**config.mk**
```make
export PLATFORM = sky130hd
export DESIGN_NAME = multicycle_control_flat
export DESIGN_NICKNAME = d
export VERILOG_FILES = /design/src/rtl/multicycle_control_if.sv /design/src/rtl/multicycle_control.sv /design/src/flat_wrapper.sv
export SDC_FILE = /design/constraint.sdc
export NUM_CORES = 1
export LEC_CHECK = 0
export ABC_AREA = 1
export CORE_ASPECT_RATIO = 0.7
export CORE_MARGIN = 8
export CORE_UTILIZATION = 40
export DETAILED_ROUTE_END_ITERATION = 6
export GPL_ROUTABILITY_DRIVEN = 1
export PLACE_DENSITY = 0.81
export SETUP_SLACK_MARGIN = 0.5
export SYNTH_ARGS = -nofsm -noshare
export SYNTH_HDL_FRONTEND = slang
export SYNTH_SLANG_ARGS = --single-unit
```
**constraint.sdc**
```tcl
create_clock -name clk -period 2.96 [get_ports clk]
set_input_delay 0.888 -clock clk [delete_from_list [all_inputs] [get_ports clk]]
set_output_delay 0.888 -clock clk [all_outputs]
set_load 0.005 [all_outputs]
```
**src/rtl/multicycle_control_if.sv**
```systemverilog
// Memory bus between the multicycle controller and instruction/data memory.
// Latency: none, plain wires; the controller registers everything it drives.
// Backpressure: the request holds until the memory answers with mem_ack_i.
interface multicycle_control_if #(
  parameter int XLEN = 32
);
  logic            mem_req_o;
  logic            mem_we_o;
  logic [XLEN-1:0] mem_addr_o;
  logic [XLEN-1:0] mem_wdata_o;
  logic [XLEN-1:0] mem_rdata_i;
  logic            mem_ack_i;

  modport master (
    output mem_req_o, mem_we_o, mem_addr_o, mem_wdata_o,
    input  mem_rdata_i, mem_ack_i
  );

  modport slave (
    input  mem_req_o, mem_we_o, mem_addr_o, mem_wdata_o,
    output mem_rdata_i, mem_ack_i
  );
endinterface

```
**src/rtl/multicycle_control.sv**
```systemverilog
// Multicycle CPU sequencer: FETCH/DECODE/EXECUTE/MEMORY/WRITEBACK/HALT stage control.
// Latency: every output is registered; a stage's effect is visible the cycle after it samples.
// Backpressure: stall_i freezes everything unless a memory request is pending (then ack-driven).
module multicycle_control #(
  parameter int XLEN     = 32,
  parameter int CNT_W    = 32,
  parameter int SKIP_MEM = 1
) (
  input  logic                clk,
  input  logic                reset,
  input  logic                stall_i,
  input  logic [XLEN-1:0]     pc_i,
  output logic                pc_readin_o,
  multicycle_control_if.master mem,
  output logic [XLEN-1:0]     ir_o,
  input  logic [4:0]          itype_i,
  input  logic                load_i,
  input  logic [XLEN-1:0]     alu_result_i,
  input  logic [XLEN-1:0]     rs2_data_i,
  output logic                readin_a_o,
  output logic                readin_b_o,
  output logic                readin_pass_o,
  output logic [XLEN-1:0]     load_data_o,
  output logic                rd_we_o,
  output logic [2:0]          stage_o,
  output logic                halted_o,
  output logic                illegal_o,
  output logic [CNT_W-1:0]    instret_o
);

  typedef enum logic [2:0] {
    S_IDLE      = 3'd0,
    S_FETCH     = 3'd1,
    S_DECODE    = 3'd2,
    S_EXECUTE   = 3'd3,
    S_MEMORY    = 3'd4,
    S_WRITEBACK = 3'd5,
    S_HALT      = 3'd6
  } stage_e;

  // One-hot instruction-type codes produced by the decoder.
  localparam logic [4:0] IT_RTYPE = 5'b00001;
  localparam logic [4:0] IT_ITYPE = 5'b00010;
  localparam logic [4:0] IT_STYPE = 5'b00100;
  localparam logic [4:0] IT_UTYPE = 5'b01000;
  localparam logic [4:0] IT_HOLD  = 5'b10000;

  stage_e            r_stage, w_stage;
  logic              r_mem_req, w_mem_req;
  logic              r_mem_we, w_mem_we;
  logic [XLEN-1:0]   r_mem_addr, w_mem_addr;
  logic [XLEN-1:0]   r_mem_wdata, w_mem_wdata;
  logic [XLEN-1:0]   r_ir, w_ir;
  logic [XLEN-1:0]   r_load_data, w_load_data;
  logic [2:0]        r_readin, w_readin;
  logic              r_rd_we, w_rd_we;
  logic              r_pc_readin, w_pc_readin;
  logic              r_halted, w_halted;
  logic              r_illegal, w_illegal;
  logic [CNT_W-1:0]  r_instret, w_instret;

  // Next-stage and next-output computation; everything holds unless the stage acts.
  always_comb begin
    w_stage     = r_stage;
    w_mem_req   = r_mem_req;
    w_mem_we    = r_mem_we;
    w_mem_addr  = r_mem_addr;
    w_mem_wdata = r_mem_wdata;
    w_ir        = r_ir;
    w_load_data = r_load_data;
    w_readin    = r_readin;
    w_rd_we     = r_rd_we;
    w_pc_readin = r_pc_readin;
    w_halted    = r_halted;
    w_illegal   = r_illegal;
    w_instret   = r_instret;
    // A pending request cannot be frozen: it completes on the memory's ack.
    if (!stall_i || r_mem_req) begin
      case (r_stage)
        S_IDLE: begin
          w_stage    = S_FETCH;
          w_mem_req  = 1'b1;
          w_mem_we   = 1'b0;
          w_mem_addr = pc_i;
        end
        S_FETCH: begin
          if (r_mem_req && mem.mem_ack_i) begin
            w_ir      = mem.mem_rdata_i;
            w_mem_req = 1'b0;
            w_stage   = S_DECODE;
          end
        end
        S_DECODE: begin
          w_stage = S_EXECUTE;
          case (itype_i)
            IT_RTYPE, IT_ITYPE: w_readin = 3'b110;
            IT_STYPE:           w_readin = 3'b111;
            IT_UTYPE:           w_readin = 3'b001;
            IT_HOLD: begin
              w_readin = 3'b000;
              w_stage  = S_HALT;
              w_halted = 1'b1;
            end
            default: begin
              w_readin  = 3'b000;
              w_stage   = S_HALT;
              w_halted  = 1'b1;
              w_illegal = 1'b1;
            end
          endcase
        end
        S_EXECUTE: begin
          w_readin = 3'b000;
          if ((itype_i == IT_STYPE) || load_i || (SKIP_MEM == 0)) begin
            w_stage = S_MEMORY;
            if (itype_i == IT_STYPE) begin
              w_mem_req   = 1'b1;
              w_mem_we    = 1'b1;
              w_mem_addr  = alu_result_i;
              w_mem_wdata = rs2_data_i;
            end else if (load_i) begin
              w_mem_req  = 1'b1;
              w_mem_we   = 1'b0;
              w_mem_addr = alu_result_i;
            end
          end else begin
            w_stage     = S_WRITEBACK;
            w_pc_readin = 1'b1;
            w_rd_we     = 1'b1;
            w_instret   = r_instret + 1'b1;
          end
        end
        S_MEMORY: begin
          // Without a request this is a single pass-through cycle.
          if (!r_mem_req || mem.mem_ack_i) begin
            if (r_mem_req && !r_mem_we) w_load_data = mem.mem_rdata_i;
            w_mem_req   = 1'b0;
            w_mem_we    = 1'b0;
            w_stage     = S_WRITEBACK;
            w_pc_readin = 1'b1;
            w_rd_we     = !(r_mem_req && r_mem_we);
            w_instret   = r_instret + 1'b1;
          end
        end
        S_WRITEBACK: begin
          w_pc_readin = 1'b0;
          w_rd_we     = 1'b0;
          w_stage     = S_FETCH;
          w_mem_req   = 1'b1;
          w_mem_we    = 1'b0;
          w_mem_addr  = pc_i;
        end
        default: ;
      endcase
    end
  end

  // State and output registers with synchronous active-low reset.
  always_ff @(posedge clk) begin
    if (!reset) begin
      r_stage     <= S_IDLE;
      r_mem_req   <= 1'b0;
      r_mem_we    <= 1'b0;
      r_mem_addr  <= '0;
      r_mem_wdata <= '0;
      r_ir        <= '0;
      r_load_data <= '0;
      r_readin    <= 3'b000;
      r_rd_we     <= 1'b0;
      r_pc_readin <= 1'b0;
      r_halted    <= 1'b0;
      r_illegal   <= 1'b0;
      r_instret   <= '0;
    end else begin
      r_stage     <= w_stage;
      r_mem_req   <= w_mem_req;
      r_mem_we    <= w_mem_we;
      r_mem_addr  <= w_mem_addr;
      r_mem_wdata <= w_mem_wdata;
      r_ir        <= w_ir;
      r_load_data <= w_load_data;
      r_readin    <= w_readin;
      r_rd_we     <= w_rd_we;
      r_pc_readin <= w_pc_readin;
      r_halted    <= w_halted;
      r_illegal   <= w_illegal;
      r_instret   <= w_instret;
    end
  end

  assign mem.mem_req_o   = r_mem_req;
  assign mem.mem_we_o    = r_mem_we;
  assign mem.mem_addr_o  = r_mem_addr;
  assign mem.mem_wdata_o = r_mem_wdata;
  assign ir_o            = r_ir;
  assign load_data_o     = r_load_data;
  assign readin_a_o      = r_readin[2];
  assign readin_b_o      = r_readin[1];
  assign readin_pass_o   = r_readin[0];
  assign rd_we_o         = r_rd_we;
  assign pc_readin_o     = r_pc_readin;
  assign stage_o         = r_stage;
  assign halted_o        = r_halted;
  assign illegal_o       = r_illegal;
  assign instret_o       = r_instret;

endmodule

```
**src/flat_wrapper.sv**
```systemverilog
// flat-port wrapper written by rule: the top's interface ports become plain ports
module multicycle_control_flat 
#(
  parameter int XLEN     = 32,
  parameter int CNT_W    = 32,
  parameter int SKIP_MEM = 1
)
  (clk, reset, stall_i, pc_i, pc_readin_o, ir_o, itype_i, load_i, alu_result_i, rs2_data_i, readin_a_o, readin_b_o, readin_pass_o, load_data_o, rd_we_o, stage_o, halted_o, illegal_o, instret_o, mem_mem_req_o, mem_mem_we_o, mem_mem_addr_o, mem_mem_wdata_o, mem_mem_rdata_i, mem_mem_ack_i);
  multicycle_control_if #(.XLEN(XLEN)) mem_i ();
  input  logic clk;
  input  logic reset;
  input  logic stall_i;
  input  logic [XLEN-1:0] pc_i;
  output logic pc_readin_o;
  output logic [XLEN-1:0] ir_o;
  input  logic [4:0] itype_i;
  input  logic load_i;
  input  logic [XLEN-1:0] alu_result_i;
  input  logic [XLEN-1:0] rs2_data_i;
  output logic readin_a_o;
  output logic readin_b_o;
  output logic readin_pass_o;
  output logic [XLEN-1:0] load_data_o;
  output logic rd_we_o;
  output logic [2:0] stage_o;
  output logic halted_o;
  output logic illegal_o;
  output logic [CNT_W-1:0] instret_o;
  output wire logic [$bits(mem_i.mem_req_o)-1:0] mem_mem_req_o;
  output wire logic [$bits(mem_i.mem_we_o)-1:0] mem_mem_we_o;
  output wire logic [$bits(mem_i.mem_addr_o)-1:0] mem_mem_addr_o;
  output wire logic [$bits(mem_i.mem_wdata_o)-1:0] mem_mem_wdata_o;
  input wire logic [$bits(mem_i.mem_rdata_i)-1:0] mem_mem_rdata_i;
  input wire logic [$bits(mem_i.mem_ack_i)-1:0] mem_mem_ack_i;
  assign mem_mem_req_o = mem_i.mem_req_o;
  assign mem_mem_we_o = mem_i.mem_we_o;
  assign mem_mem_addr_o = mem_i.mem_addr_o;
  assign mem_mem_wdata_o = mem_i.mem_wdata_o;
  assign mem_i.mem_rdata_i = mem_mem_rdata_i;
  assign mem_i.mem_ack_i = mem_mem_ack_i;
  multicycle_control #(.XLEN(XLEN), .CNT_W(CNT_W), .SKIP_MEM(SKIP_MEM)) u_core (.clk(clk), .reset(reset), .stall_i(stall_i), .pc_i(pc_i), .pc_readin_o(pc_readin_o), .mem(mem_i), .ir_o(ir_o), .itype_i(itype_i), .load_i(load_i), .alu_result_i(alu_result_i), .rs2_data_i(rs2_data_i), .readin_a_o(readin_a_o), .readin_b_o(readin_b_o), .readin_pass_o(readin_pass_o), .load_data_o(load_data_o), .rd_we_o(rd_we_o), .stage_o(stage_o), .halted_o(halted_o), .illegal_o(illegal_o), .instret_o(instret_o));
endmodule
```
==> flow_metrics.tcl <==
set metrics [dict create \
    cellPowerDensity_nw_per_um2 686.1 \
    tightest_slew_ns 0.4880 \
    die_w_um 181.0 \
    antenna_found_initial 1 \
    syn_inst 1176 \
    relSlewSlack_pct 67.47 \
    dr_total_vias 8262 \
    postRouteAntennaNets 0 \
    max_freq_mhz 422.2 \
    grt_pass1_wl_um 40850 \
    hold_violations 0 \
    grt_use_total_pct 20.82 \
    clockRootBuffer "clkbuf_16" \
    hold_path.class "register to register" \
    synth_top_area_cell "dfxtp_1" \
    postPlaceCellArea_um2 10910 \
    dpl.hpwl_um 18800 \
    worstPathArrival_ns 1.48 \
    nets 1600 \
    critical_path.slowest_cell "clkdlybuf4s50_1" \
    drt-initial-drc-count 576 \
    cts_tree "yes" \
    synthesis.area_um2 7619 \
    clk_pin_slew_ns 0.07 \
    die-area_um2 23790 \
    path_cells "clkdlybuf4s50_1" \
    wl_per_cell_um 14.84 \
    num_rows 42 \
    drc_errors 0 \
    cpPeakStageDelay_ns 0.61 \
    gr-total-overflow 0 \
    period_share_pct 80.02 \
    finalSetupViolations 0 \
    gp_routability_congestion 0.8878 \
    ir_drop_mv 0.4718 \
    h-tree-depth 4 \
    synthFlopType "dfxtp_1" \
    synth_top_area_share_pct 44.93 \
    finalPower_mw 7.882 \
    synthesis.nets 1315 \
    synth.avg_cell_area_um2 6.478 \
    yosys_register_bits 171 \
    rsz0062_at_grt "false" \
    cp.buffers_inverters 1 \
    drt_first_pass_iters 5 \
    postCtsSetupRepairBufs 0 \
    syn_to_final_growth_pct 50.78 \
    max-cap-violations 0 \
    critPathLaunchType "register" \
    insertion_delay_ns 0.43 \
    coreArea_um2 18760 \
    worstPathRequired_ns 2.07 \
    ctsLongestPathBuffers 2 \
    final_core_util_pct 61.23 \
    ys_top_cells_by_area "dfxtp_1 (45%), nor2_1 (17%), nand2_1 (15%), o21ai_0 (6.7%), nand3_1 (3.7%)" \
    ys_seq_area_share_pct 44.93 \
    port_buffers 309 \
    viasPerCell 4.812 \
    layout-drive-gt1-share_pct 4.206 \
    ys_types 27 \
    slew_violations 0 \
    end_kind "primary output" \
    grt_pass1_vias 7762 \
    critPathKind "register to primary output" \
    routed_wl_um 25470 \
    hold_slack_ns 0.4567 \
    ios 310 \
    numCtsBuffers 17 \
    finClkSkew_ns 0.01497 \
    power_leakage_nw 4.719 \
    final_area_um2 11490 \
    synthTopCellsByCount "nor2_1 (339), nand2_1 (310), dfxtp_1 (171)" \
    synth.most_common_cell "nor2_1" \
    synth_warnings 0 \
    fin_setup_tns_ns 0 \
    fp.dieH_um 131.5 \
    cts.sinks 171 \
    grt_max_degree 96 \
    fin_crit_ns 2.369 \
    synth_edf_count 0 \
    cp_top_family "buffers and inverters" \
    start_util_pct 40.61 \
    async_reset_ff_share_pct 0 \
    worstPathMaxFanout 7 \
    status "complete, no violations" \
]
sequential cells by signal (all words and copies together), names as in the netlist:
register	flops
u_core.halted_o	1
u_core.illegal_o	1
u_core.instret_o	32
u_core.ir_o	32
u_core.load_data_o	32
u_core.mem.mem_addr_o	32
u_core.mem.mem_req_o	1
u_core.mem.mem_wdata_o	32
u_core.mem.mem_we_o	1
u_core.pc_readin_o	1
u_core.r_readin	2
u_core.rd_we_o	1
u_core.stage_o	3
per-stage QoR:
step / instances / setup slack, ns
2_1_floorplan: 1176 / 0.9040
3_3_place_gp: 1684 / 0.1404
3_5_place_dp: 1684 / 0.09668
4_1_cts: 1716 / 0.5046
5_1_grt: 1717 / 0.5007
6_report: 1717 / 0.5915
final timing paths:
kind                                    startpoint                                 to  slack, ns  cells after the start
setup / recovery    u_core.stage_o[2]$_SDFFE_PN0P_                         stage_o[2]       0.59                      1
hold / removal       u_core.illegal_o$_SDFFE_PN0P_      u_core.illegal_o$_SDFFE_PN0P_       0.46                      2
setup reg to reg  u_core.instret_o[0]$_SDFFE_PN0P_  u_core.instret_o[22]$_SDFFE_PN0P_       1.11                     10
hold reg to reg      u_core.illegal_o$_SDFFE_PN0P_      u_core.illegal_o$_SDFFE_PN0P_       0.46                      2
per-layer routing:
metal	global-route usage (%)	up-vias	wire, µm
met5	0	-	0
met4	5.313	0	384
met3	10.19	26	2856
met2	33.70	310	11710
met1	24.36	3707	10530
li1	-	4219	-
repair_timing:
action                     in CTS  in global routing
resized for setup               0                  2
setup endpoints to repair       0                 27
hold buffers                    0                  0
logic make-up (layout without fill, tap and decap cells):
kind of cell,count (synthesis),after routing,share of synthesized area (%)
XOR/XNOR,14,14,1.609
flip-flops,171,171,44.93
AND/OR/NAND/NOR,718,718,36.79
buffers and inverters,131,429,7.078
adder cells (fa/ha/maj),1,1,0.1642
AO/OA/AOI/OAI,141,141,9.427
other,0,1,0
report_power, final:
| part | internal (mW) | switching, mW |
|---|---|---|
| combinational | 1.30 | 1.58 |
| clock | 1.13 | 1.04 |
| sequential | 2.63 | 0.200 |
worst min-delay path: stages, from the launching register on:
cell and delay (ns):
dfxtp_1 0.31, inv_1 0.05, a21oi_1 0.05
layout by cell type, fill, tap and decap left out, types with 3 or more instances in the layout:
cell,instances
o21ai_0,102
nor3_1,3
inv_6,3
inv_8,5
clkdlybuf4s50_1,308
a21oi_1,35
clkbuf_16,17
nor2_1,339
xnor2_1,7
nand2_2,3
nand3_1,56
clkinvlp_4,3
buf_4,13
nand2_1,310
inv_1,66
dfxtp_1,170
xor2_1,7
inv_2,5
buf_12,3
cell type report:
class / count / area, µm²
multi-input cells: 874 / 3665
flip-flops and latches: 171 / 3425
diodes: 1 / 2.502
clock inverters: 14 / 146.4
inverters: 73 / 276.5
fillers: 1724 / 7273
repair buffers: 324 / 3241
well taps: 242 / 302.8
clock buffers: 18 / 429.2
Note: power is estimated with default switching activity, not from simulation.
